### src/rtl/dmem_arbiter_if.sv
// Bundle of requester, memory and status signals around the data-memory arbiter.
// The arbiter connects through the slave modport; the environment uses master.
interface dmem_arbiter_if #(
    parameter int AW = 32,
    parameter int DW = 32
);
    logic          prio_mode;
    logic          p0_req;
    logic          p1_req;
    logic          p0_we;
    logic          p1_we;
    logic [AW-1:0] p0_addr;
    logic [AW-1:0] p1_addr;
    logic [DW-1:0] p0_wdata;
    logic [DW-1:0] p1_wdata;
    logic          p0_gnt;
    logic          p1_gnt;
    logic          p0_rvalid;
    logic          p1_rvalid;
    logic [DW-1:0] rdata;
    logic          mem_read;
    logic          mem_write;
    logic [AW-1:0] mem_addr;
    logic [DW-1:0] mem_wdata;
    logic [DW-1:0] mem_rdata;
    logic          busy;
    logic [15:0]   p0_gcnt;
    logic [15:0]   p1_gcnt;

    modport master (
        output prio_mode, p0_req, p1_req, p0_we, p1_we, p0_addr, p1_addr,
               p0_wdata, p1_wdata, mem_rdata,
        input  p0_gnt, p1_gnt, p0_rvalid, p1_rvalid, rdata, mem_read,
               mem_write, mem_addr, mem_wdata, busy, p0_gcnt, p1_gcnt
    );

    modport slave (
        input  prio_mode, p0_req, p1_req, p0_we, p1_we, p0_addr, p1_addr,
               p0_wdata, p1_wdata, mem_rdata,
        output p0_gnt, p1_gnt, p0_rvalid, p1_rvalid, rdata, mem_read,
               mem_write, mem_addr, mem_wdata, busy, p0_gcnt, p1_gcnt
    );
endinterface

### src/rtl/dmem_arbiter.sv
// Two-port data-memory arbiter: each access takes one ACCESS cycle after an IDLE sample,
// read data is registered and returned one cycle later with a per-port rvalid pulse.
//
// state  | meaning
// IDLE   | sample requests; latch winner and its command when any req is high
// ACCESS | drive memory strobes and the winner's gnt for exactly one cycle
module dmem_arbiter #(
    parameter int AW = 32,
    parameter int DW = 32
) (
    input  logic          clk,
    input  logic          reset,
    dmem_arbiter_if.slave bus
);
    typedef enum logic {
        IDLE   = 1'b0,
        ACCESS = 1'b1
    } state_t;

    state_t        state_q;
    state_t        state_d;
    logic          start;
    logic          win_d;
    // last_q doubles as the winner of the access in flight: 0 = port 0, 1 = port 1
    logic          last_q;
    logic          we_q;
    logic [AW-1:0] addr_q;
    logic [DW-1:0] wdata_q;
    logic [DW-1:0] rdata_q;
    logic          rvalid0_q;
    logic          rvalid1_q;
    logic [15:0]   gcnt0_q;
    logic [15:0]   gcnt1_q;

    always_ff @(posedge clk or posedge reset) begin
        if (reset) begin
            state_q <= IDLE;
        end else begin
            state_q <= state_d;
        end
    end

    always_comb begin
        state_d = state_q;
        case (state_q)
            IDLE:    if (bus.p0_req || bus.p1_req) state_d = ACCESS;
            ACCESS:  state_d = IDLE;
            default: state_d = IDLE;
        endcase
    end

    always_comb begin
        bus.busy      = (state_q == ACCESS);
        bus.p0_gnt    = (state_q == ACCESS) && !last_q;
        bus.p1_gnt    = (state_q == ACCESS) && last_q;
        bus.mem_read  = (state_q == ACCESS) && !we_q;
        bus.mem_write = (state_q == ACCESS) && we_q;
    end

    assign start = (state_q == IDLE) && (bus.p0_req || bus.p1_req);

    // Under contention in round-robin mode the port that was not granted last wins.
    always_comb begin
        win_d = 1'b0;
        if (bus.p0_req && bus.p1_req) begin
            win_d = bus.prio_mode ? 1'b0 : ~last_q;
        end else if (bus.p1_req) begin
            win_d = 1'b1;
        end
    end

    always_ff @(posedge clk or posedge reset) begin
        if (reset) begin
            last_q    <= 1'b1;
            we_q      <= 1'b0;
            addr_q    <= '0;
            wdata_q   <= '0;
            rdata_q   <= '0;
            rvalid0_q <= 1'b0;
            rvalid1_q <= 1'b0;
            gcnt0_q   <= '0;
            gcnt1_q   <= '0;
        end else begin
            rvalid0_q <= (state_q == ACCESS) && !we_q && !last_q;
            rvalid1_q <= (state_q == ACCESS) && !we_q && last_q;
            if ((state_q == ACCESS) && !we_q) begin
                rdata_q <= bus.mem_rdata;
            end
            if (start) begin
                last_q  <= win_d;
                we_q    <= win_d ? bus.p1_we    : bus.p0_we;
                addr_q  <= win_d ? bus.p1_addr  : bus.p0_addr;
                wdata_q <= win_d ? bus.p1_wdata : bus.p0_wdata;
                if (!win_d && (gcnt0_q != 16'hFFFF)) begin
                    gcnt0_q <= gcnt0_q + 16'd1;
                end
                if (win_d && (gcnt1_q != 16'hFFFF)) begin
                    gcnt1_q <= gcnt1_q + 16'd1;
                end
            end
        end
    end

    assign bus.mem_addr  = addr_q;
    assign bus.mem_wdata = wdata_q;
    assign bus.rdata     = rdata_q;
    assign bus.p0_rvalid = rvalid0_q;
    assign bus.p1_rvalid = rvalid1_q;
    assign bus.p0_gcnt   = gcnt0_q;
    assign bus.p1_gcnt   = gcnt1_q;
endmodule
### src/flat_wrapper.sv
// flat-port wrapper written by rule: the top's interface ports become plain ports
module dmem_arbiter_flat 
#(
    parameter int AW = 32,
    parameter int DW = 32
)
  (clk, reset, bus_prio_mode, bus_p0_req, bus_p1_req, bus_p0_we, bus_p1_we, bus_p0_addr, bus_p1_addr, bus_p0_wdata, bus_p1_wdata, bus_mem_rdata, bus_p0_gnt, bus_p1_gnt, bus_p0_rvalid, bus_p1_rvalid, bus_rdata, bus_mem_read, bus_mem_write, bus_mem_addr, bus_mem_wdata, bus_busy, bus_p0_gcnt, bus_p1_gcnt);
  dmem_arbiter_if #(.AW(AW), .DW(DW)) bus_i ();
  input  logic clk;
  input  logic reset;
  input wire logic [$bits(bus_i.prio_mode)-1:0] bus_prio_mode;
  input wire logic [$bits(bus_i.p0_req)-1:0] bus_p0_req;
  input wire logic [$bits(bus_i.p1_req)-1:0] bus_p1_req;
  input wire logic [$bits(bus_i.p0_we)-1:0] bus_p0_we;
  input wire logic [$bits(bus_i.p1_we)-1:0] bus_p1_we;
  input wire logic [$bits(bus_i.p0_addr)-1:0] bus_p0_addr;
  input wire logic [$bits(bus_i.p1_addr)-1:0] bus_p1_addr;
  input wire logic [$bits(bus_i.p0_wdata)-1:0] bus_p0_wdata;
  input wire logic [$bits(bus_i.p1_wdata)-1:0] bus_p1_wdata;
  input wire logic [$bits(bus_i.mem_rdata)-1:0] bus_mem_rdata;
  output wire logic [$bits(bus_i.p0_gnt)-1:0] bus_p0_gnt;
  output wire logic [$bits(bus_i.p1_gnt)-1:0] bus_p1_gnt;
  output wire logic [$bits(bus_i.p0_rvalid)-1:0] bus_p0_rvalid;
  output wire logic [$bits(bus_i.p1_rvalid)-1:0] bus_p1_rvalid;
  output wire logic [$bits(bus_i.rdata)-1:0] bus_rdata;
  output wire logic [$bits(bus_i.mem_read)-1:0] bus_mem_read;
  output wire logic [$bits(bus_i.mem_write)-1:0] bus_mem_write;
  output wire logic [$bits(bus_i.mem_addr)-1:0] bus_mem_addr;
  output wire logic [$bits(bus_i.mem_wdata)-1:0] bus_mem_wdata;
  output wire logic [$bits(bus_i.busy)-1:0] bus_busy;
  output wire logic [$bits(bus_i.p0_gcnt)-1:0] bus_p0_gcnt;
  output wire logic [$bits(bus_i.p1_gcnt)-1:0] bus_p1_gcnt;
  assign bus_i.prio_mode = bus_prio_mode;
  assign bus_i.p0_req = bus_p0_req;
  assign bus_i.p1_req = bus_p1_req;
  assign bus_i.p0_we = bus_p0_we;
  assign bus_i.p1_we = bus_p1_we;
  assign bus_i.p0_addr = bus_p0_addr;
  assign bus_i.p1_addr = bus_p1_addr;
  assign bus_i.p0_wdata = bus_p0_wdata;
  assign bus_i.p1_wdata = bus_p1_wdata;
  assign bus_i.mem_rdata = bus_mem_rdata;
  assign bus_p0_gnt = bus_i.p0_gnt;
  assign bus_p1_gnt = bus_i.p1_gnt;
  assign bus_p0_rvalid = bus_i.p0_rvalid;
  assign bus_p1_rvalid = bus_i.p1_rvalid;
  assign bus_rdata = bus_i.rdata;
  assign bus_mem_read = bus_i.mem_read;
  assign bus_mem_write = bus_i.mem_write;
  assign bus_mem_addr = bus_i.mem_addr;
  assign bus_mem_wdata = bus_i.mem_wdata;
  assign bus_busy = bus_i.busy;
  assign bus_p0_gcnt = bus_i.p0_gcnt;
  assign bus_p1_gcnt = bus_i.p1_gcnt;
  dmem_arbiter #(.AW(AW), .DW(DW)) u_core (.clk(clk), .reset(reset), .bus(bus_i));
endmodule
### config.mk
export PLATFORM = sky130hd
export DESIGN_NAME = dmem_arbiter_flat
export DESIGN_NICKNAME = d
export VERILOG_FILES = /design/src/rtl/dmem_arbiter_if.sv /design/src/rtl/dmem_arbiter.sv /design/src/flat_wrapper.sv
export SDC_FILE = /design/constraint.sdc
export NUM_CORES = 1
export LEC_CHECK = 0
export CAP_MARGIN = 20
export CORE_MARGIN = 5
export CORE_UTILIZATION = 36
export CTS_BUF_LIST = sky130_fd_sc_hd__clkbuf_8 sky130_fd_sc_hd__clkbuf_16
export DETAILED_ROUTE_END_ITERATION = 10
export PLACE_DENSITY_LB_ADDON = 0.12
export SLEW_MARGIN = 10
export SYNTH_ARGS = -nofsm -noshare
export SYNTH_HDL_FRONTEND = slang
export SYNTH_SLANG_ARGS = --single-unit
### constraint.sdc
create_clock -name clk -period 4.3 [get_ports clk]
set_input_delay 0.645 -clock clk [delete_from_list [all_inputs] [get_ports clk]]
set_output_delay 0.645 -clock clk [all_outputs]
set_load 0.01 [all_outputs]
Word level (Yosys, flattened, before mapping)
Index checks and enable logic that the tools add are counted.
{"block": "word_totals", "output_inout_bits": 135, "elab_cells": 40, "regBits": 133, "in_bits": 167}
{"block": "op_classes", "n_reduce_logical": 16, "muxes": 8, "n_addsub": 2, "eq_ne": 2, "bitwise": 2}
{"op": "$mux W32", "count": 2}
{"op": "$add A16 B1 Y16 const B", "count": 2}
{"op": "$ne A16 B16 Y1 const B", "count": 2}
{"op": "$logic_and A1 B1 Y1", "count": 10}
{"op": "$mux W1", "count": 5}
{"op": "$reduce_and A2 Y1", "count": 2}
{"op": "$logic_not A1 Y1", "count": 3}
{"op": "$not A1 Y1", "count": 2}
{"op": "$pmux W1 S2", "count": 1}
{"op": "$logic_or A1 B1 Y1", "count": 1}

Longest topological paths before layout
{"block": "logic_depth", "word_depth": 6, "depth_mapped": 6, "ltp_nobuf": 5}

Worst setup path before layout
No wires, ideal clock.
{"block": "synth_path", "kind": "input -> register", "start": "input bus_prio_mode", "end": "register u_core.gcnt1_q[14] (netlist: u_core.bus.p1_gcnt[14])", "arrival_time_ns": 1.687, "stages": 4, "required_time_ns": 4.175, "setup_ns": 0.125, "n_path_buf": 0, "slack_ns": 2.488, "path_cell_list": "o21ai_2 -> nand2_1 -> nor4_1 -> mux2_2"}
{"block": "synth_via", "elab_chain_cells": 4}
{"item": "from (decl)", "line": "flat_wrapper.sv:11", "rtl": "input wire logic [$bits(bus_i.prio_mode)-1:0] bus_prio_mode;"}
{"item": "$mux W1", "line": "dmem_arbiter.sv:66", "rtl": "win_d = bus.prio_mode ? 1'b0 : ~last_q;"}
{"item": "$mux W1", "line": "dmem_arbiter.sv:65", "rtl": "if (bus.p0_req && bus.p1_req) begin"}
{"item": "$logic_and A1 B1 Y1", "line": "dmem_arbiter.sv:97", "rtl": "if (win_d && (gcnt1_q != 16'hFFFF)) begin"}
{"item": "$reduce_and A2 Y1 (no source line)"}
{"item": "to (signal assigned)", "line": "dmem_arbiter.sv:98", "rtl": "gcnt1_q <= gcnt1_q + 16'd1;"}
{"item": "to (decl)", "line": "dmem_arbiter.sv:33", "rtl": "logic [15:0] gcnt1_q;"}
No other way between the ends.
A chain may end at the register's enable or synchronous reset.

Worst setup path after layout
{"block": "layout_path", "start": "register u_core.state_q (netlist: u_core.bus.busy)", "end": "output bus_mem_read"}
{"block": "layout_via", "elab_chain_cells": 1}
{"item": "from (decl)", "line": "dmem_arbiter.sv:20", "rtl": "state_t state_q;"}
{"item": "from (signal assigned)", "line": "dmem_arbiter.sv:39", "rtl": "state_q <= state_d;"}
{"item": "$logic_and A1 B1 Y1", "line": "dmem_arbiter.sv:56", "rtl": "bus.mem_read = (state_q == ACCESS) && !we_q;"}
{"item": "to (decl)", "line": "flat_wrapper.sv:26", "rtl": "output wire logic [$bits(bus_i.mem_read)-1:0] bus_mem_read;"}
No other way between the ends.

==> results.sh <==
export IMPL_dieArea_mm2=0.01923
export IMPL_insertion_delay_ns=0.41
export IMPL_cap_viol_max_count=0
export IMPL_synthCells=580
export IMPL_vias=5230
export IMPL_drtIter0Drc=268
export IMPL_max_freq_mhz=303.4
export IMPL_synth_flop_cell="dfrtp_1"
export IMPL_n_fill_cell=1347
export IMPL_portBuffers=301
export IMPL_timing_critical_path_slowest_cell_delay_ns=0.73
export IMPL_cts_root_buf="clkbuf_16"
export IMPL_required_ns=3.65
export IMPL_cts_setup_buffers=0
export IMPL_sw_frac_of_total_pct=27.51
export IMPL_synth_edf_count=0
export IMPL_synth_top_family_by_area="simple AND/OR/NAND/NOR gates"
export IMPL_synth_compound_area_share_pct=6.863
export IMPL_ctsResizeCount=0
export IMPL_drtAntennaViolNets=0
export IMPL_max_slew_worst_pin_slew_ns=0.9385
export IMPL_synth_area_leaders="dfrtp_1 55%, mux2i_1 11%, nand2_1 11%"
export IMPL_drt_wl_total_um=18650
export IMPL_final_util_pct=60.51
export IMPL_worst_path_buf_inv=3
export IMPL_synth_area_mm2=0.005962
export IMPL_numCtsBuffers=17
export IMPL_regArea_mm2=0.003329
export IMPL_multi_input_area_mm2=0.002489
export IMPL_layout_common_cells="301 x clkdlybuf4s50_1, 168 x nand2_1, 132 x dfrtp_1, 69 x o21ai_0, 65 x mux2i_1"
export IMPL_fp_dieW_um=138.7
export IMPL_p_sw_mw=1.346
export IMPL_synth_async_sr_flop_share_pct=100.0
export IMPL_pre_cts_ws_ns=1.345
export IMPL_synth_distinct_cells=42
export IMPL_syn_nets=749
export IMPL_htree_levels=4
export IMPL_arrival_ns=2.65
export IMPL_grt_pass1_wl_um=29610
export IMPL_row_count=47
export IMPL_synthAdderAreaFrac_pct=0.4197
export IMPL_synthXorXnorAreaFrac_pct=3.379
export IMPL_reg2reg_to="u_core.bus.mem_wdata[15]$_DFFE_PP0P_"
export IMPL_area_growth_pct=66.53
export IMPL_critPathSlowestCell="inv_1"
export IMPL_antenna_found_initial=0
export IMPL_yosysTopAreaCellShare_pct=55.40
export IMPL_yosysTopAreaCell="dfrtp_1"
export IMPL_grt_pass1_vias=5552
export IMPL_die_height_um=138.7
export IMPL_drc=0
export IMPL_cts_sinks=133
export IMPL_worstHoldStart="u_core.bus.mem_addr[7]$_DFFE_PP0P_"
export IMPL_hp_class="reg -> reg"
export IMPL_hold_end="u_core.bus.mem_addr[7]$_DFFE_PP0P_"
export IMPL_status="finished clean"
export IMPL_grt_max_degree=133
export IMPL_clock_skew_ns=0.009141
export IMPL_p_comb_share_pct=28.2
export IMPL_path_delay_family="buffers and inverters"
export IMPL_p_int_mw=3.549
export IMPL_final_layout_size_suffix_gt1_share_pct=6.081
export IMPL_rrSetupSlack_ns=2.02
export IMPL_power_leakage_nw=4.567
export IMPL_clk_pin_slew_ns=0.05
export IMPL_start_util_pct=36.34
export IMPL_core_mm2=0.01641
export IMPL_antenna_cells=0
export IMPL_cts_hold_buf=0
export IMPL_setup_ws_ns=1.004
export IMPL_power_per_cell_area_mw_per_mm2=493.0
export IMPL_slew_viol_final=0
export IMPL_final_common_cell="clkdlybuf4s50_1"
export IMPL_gp_congestion=0.8426
export IMPL_path_class="reg -> out"
export IMPL_worstHoldPathCells=2
export IMPL_period_share_pct=76.66
export IMPL_crit_reg2reg_launch="u_core.last_q$_DFFE_PP1P_"
export IMPL_ys_seq_area_share_pct=55.84
export IMPL_ios=302
export IMPL_hold_ws_ns=0.4764
export IMPL_vias_per_cell=4.720
export IMPL_yosys_mux_area_fraction_pct=12.11
export IMPL_path_cells="nand2b_1, buf_4, inv_1, clkdlybuf4s50_1"
export IMPL_ys_ff_latch=133
export IMPL_crit_fanout=35
export IMPL_reg2regPathDepth=5
export IMPL_vdd_drop_max_v=0.0002909
export IMPL_ys_warn_count=0
export IMPL_globalRouteOverflowTotal=0
export IMPL_synth_simple_gate_area_share_pct=18.66
export IMPL_fin_nets=1045
export IMPL_startpoint_type="register"
export IMPL_crit_path_end_kind="output pin"
export IMPL_avgSynthCellArea_um2=10.28
export IMPL_period_minus_slack_ns=3.297
export IMPL_power_share_clock_pct=36.3
export IMPL_avgRoutedWirePerCell_um=16.83
export IMPL_rsz0062_at_grt="no"
export IMPL_cts_tree="built"
export IMPL_dp_final_hpwl_um=14050
export IMPL_firstDrtPassIters=4
export IMPL_cts_path_max_buffers=2
export IMPL_relSlewSlack_pct=37.37
export IMPL_grtUsageTotal_pct=19.29
export IMPL_hold_violations=0
export IMPL_power_frac_seq_pct=35.5
export IMPL_final_setup_tns_ns=0
export IMPL_setup_viol=0
==> power by group through the flow <==
stage	logic [mW]	clock network [mW]	registers, mW
2_1_floorplan	0.402	0	1.86
3_3_place_gp	1.38	0	1.74
3_5_place_dp	1.40	0	1.75
4_1_cts	1.41	1.81	1.74
5_1_grt	1.50	1.87	1.78
6_report	1.38	1.78	1.74
==> synth_stat cells, types with 5 or more instances <==
cell / instances
and3_1: 8
mux2i_1: 65
o21ai_0: 69
clkbuf_1: 15
dfrtp_1: 132
buf_4: 5
inv_1: 8
xor2_1: 10
nor4_1: 5
xnor2_1: 13
nand4_1: 6
nand3_1: 15
nor3_1: 5
nand2_1: 169
buf_1: 5
==> worst min-delay path: cells and delay by family (launching register included) <==
kind	cells	cell delay [ns]
AND/OR/NAND/NOR	1	0.04
flip-flops	1	0.34
AO/OA/AOI/OAI	1	0.06
==> final cells by class <==
cell class,count,share of cell area [%]
Sequential cell,133,33.53
Clock buffer,19,4.562
Timing Repair Buffer,306,30.98
Inverter,8,0.3277
Clock inverter,12,2.760
Tap cell,220,2.773
Multi-Input combinational cell,410,25.07
==> cells by family (layout without fill, tap and decap cells) <==
group / count (synthesis) / after routing
flip-flops: 133 / 133
multiplexers: 71 / 71
AO/OA/AOI/OAI: 77 / 77
adder cells (fa/ha/maj): 2 / 2
XOR/XNOR: 23 / 23
buffers and inverters: 37 / 345
AND/OR/NAND/NOR: 237 / 237
==> sequential cells by signal (all words and copies together) (netlist names) <==
register,cells
u_core.last_q,1
u_core.bus.p0_gcnt,16
u_core.bus.mem_addr,32
u_core.bus.p1_rvalid,1
u_core.bus.mem_wdata,32
u_core.bus.busy,1
u_core.bus.rdata,32
u_core.bus.p0_rvalid,1
u_core.bus.p1_gcnt,16
u_core.we_q,1
==> stage by stage <==
step                      cells  area, µm²  total power [mW]
after floorplan             580       5962             2.257
after global placement     1077       9201             3.125
after detailed placement   1077       9201             3.152
after CTS                  1108       9928             4.958
after global routing       1108       9928             5.150
final                      1108       9928             4.895
==> routing by layer <==
| metal | up-vias | part of all wire [%] | global-route usage, % |
|---|---|---|---|
| met5 | - | 0 | 0 |
| met1 | 2432 | 39 | 21.89 |
| met2 | 214 | 50 | 32.81 |
| met3 | 37 | 8.0 | 7.103 |
| met4 | 0 | 3.1 | 8.290 |
| li1 | 2547 | - | - |
==> how the worst max path moves through the flow <==
stage	start	to	slack [ns]	cells past startpoint
after floorplan	reset	u_core.bus.busy$_DFF_PP0_	0.10	1
after global placement	bus_p0_req	u_core.bus.mem_wdata[18]$_DFFE_PP0P_	1.49	6
after detailed placement	bus_p0_req	u_core.bus.mem_wdata[15]$_DFFE_PP0P_	1.34	6
after CTS	u_core.bus.busy$_DFF_PP0_	bus_mem_read	0.96	4
after global routing	u_core.bus.busy$_DFF_PP0_	bus_mem_read	0.77	4
final	u_core.bus.busy$_DFF_PP0_	bus_mem_read	1.00	4
(Power assumes the default switching activity.)
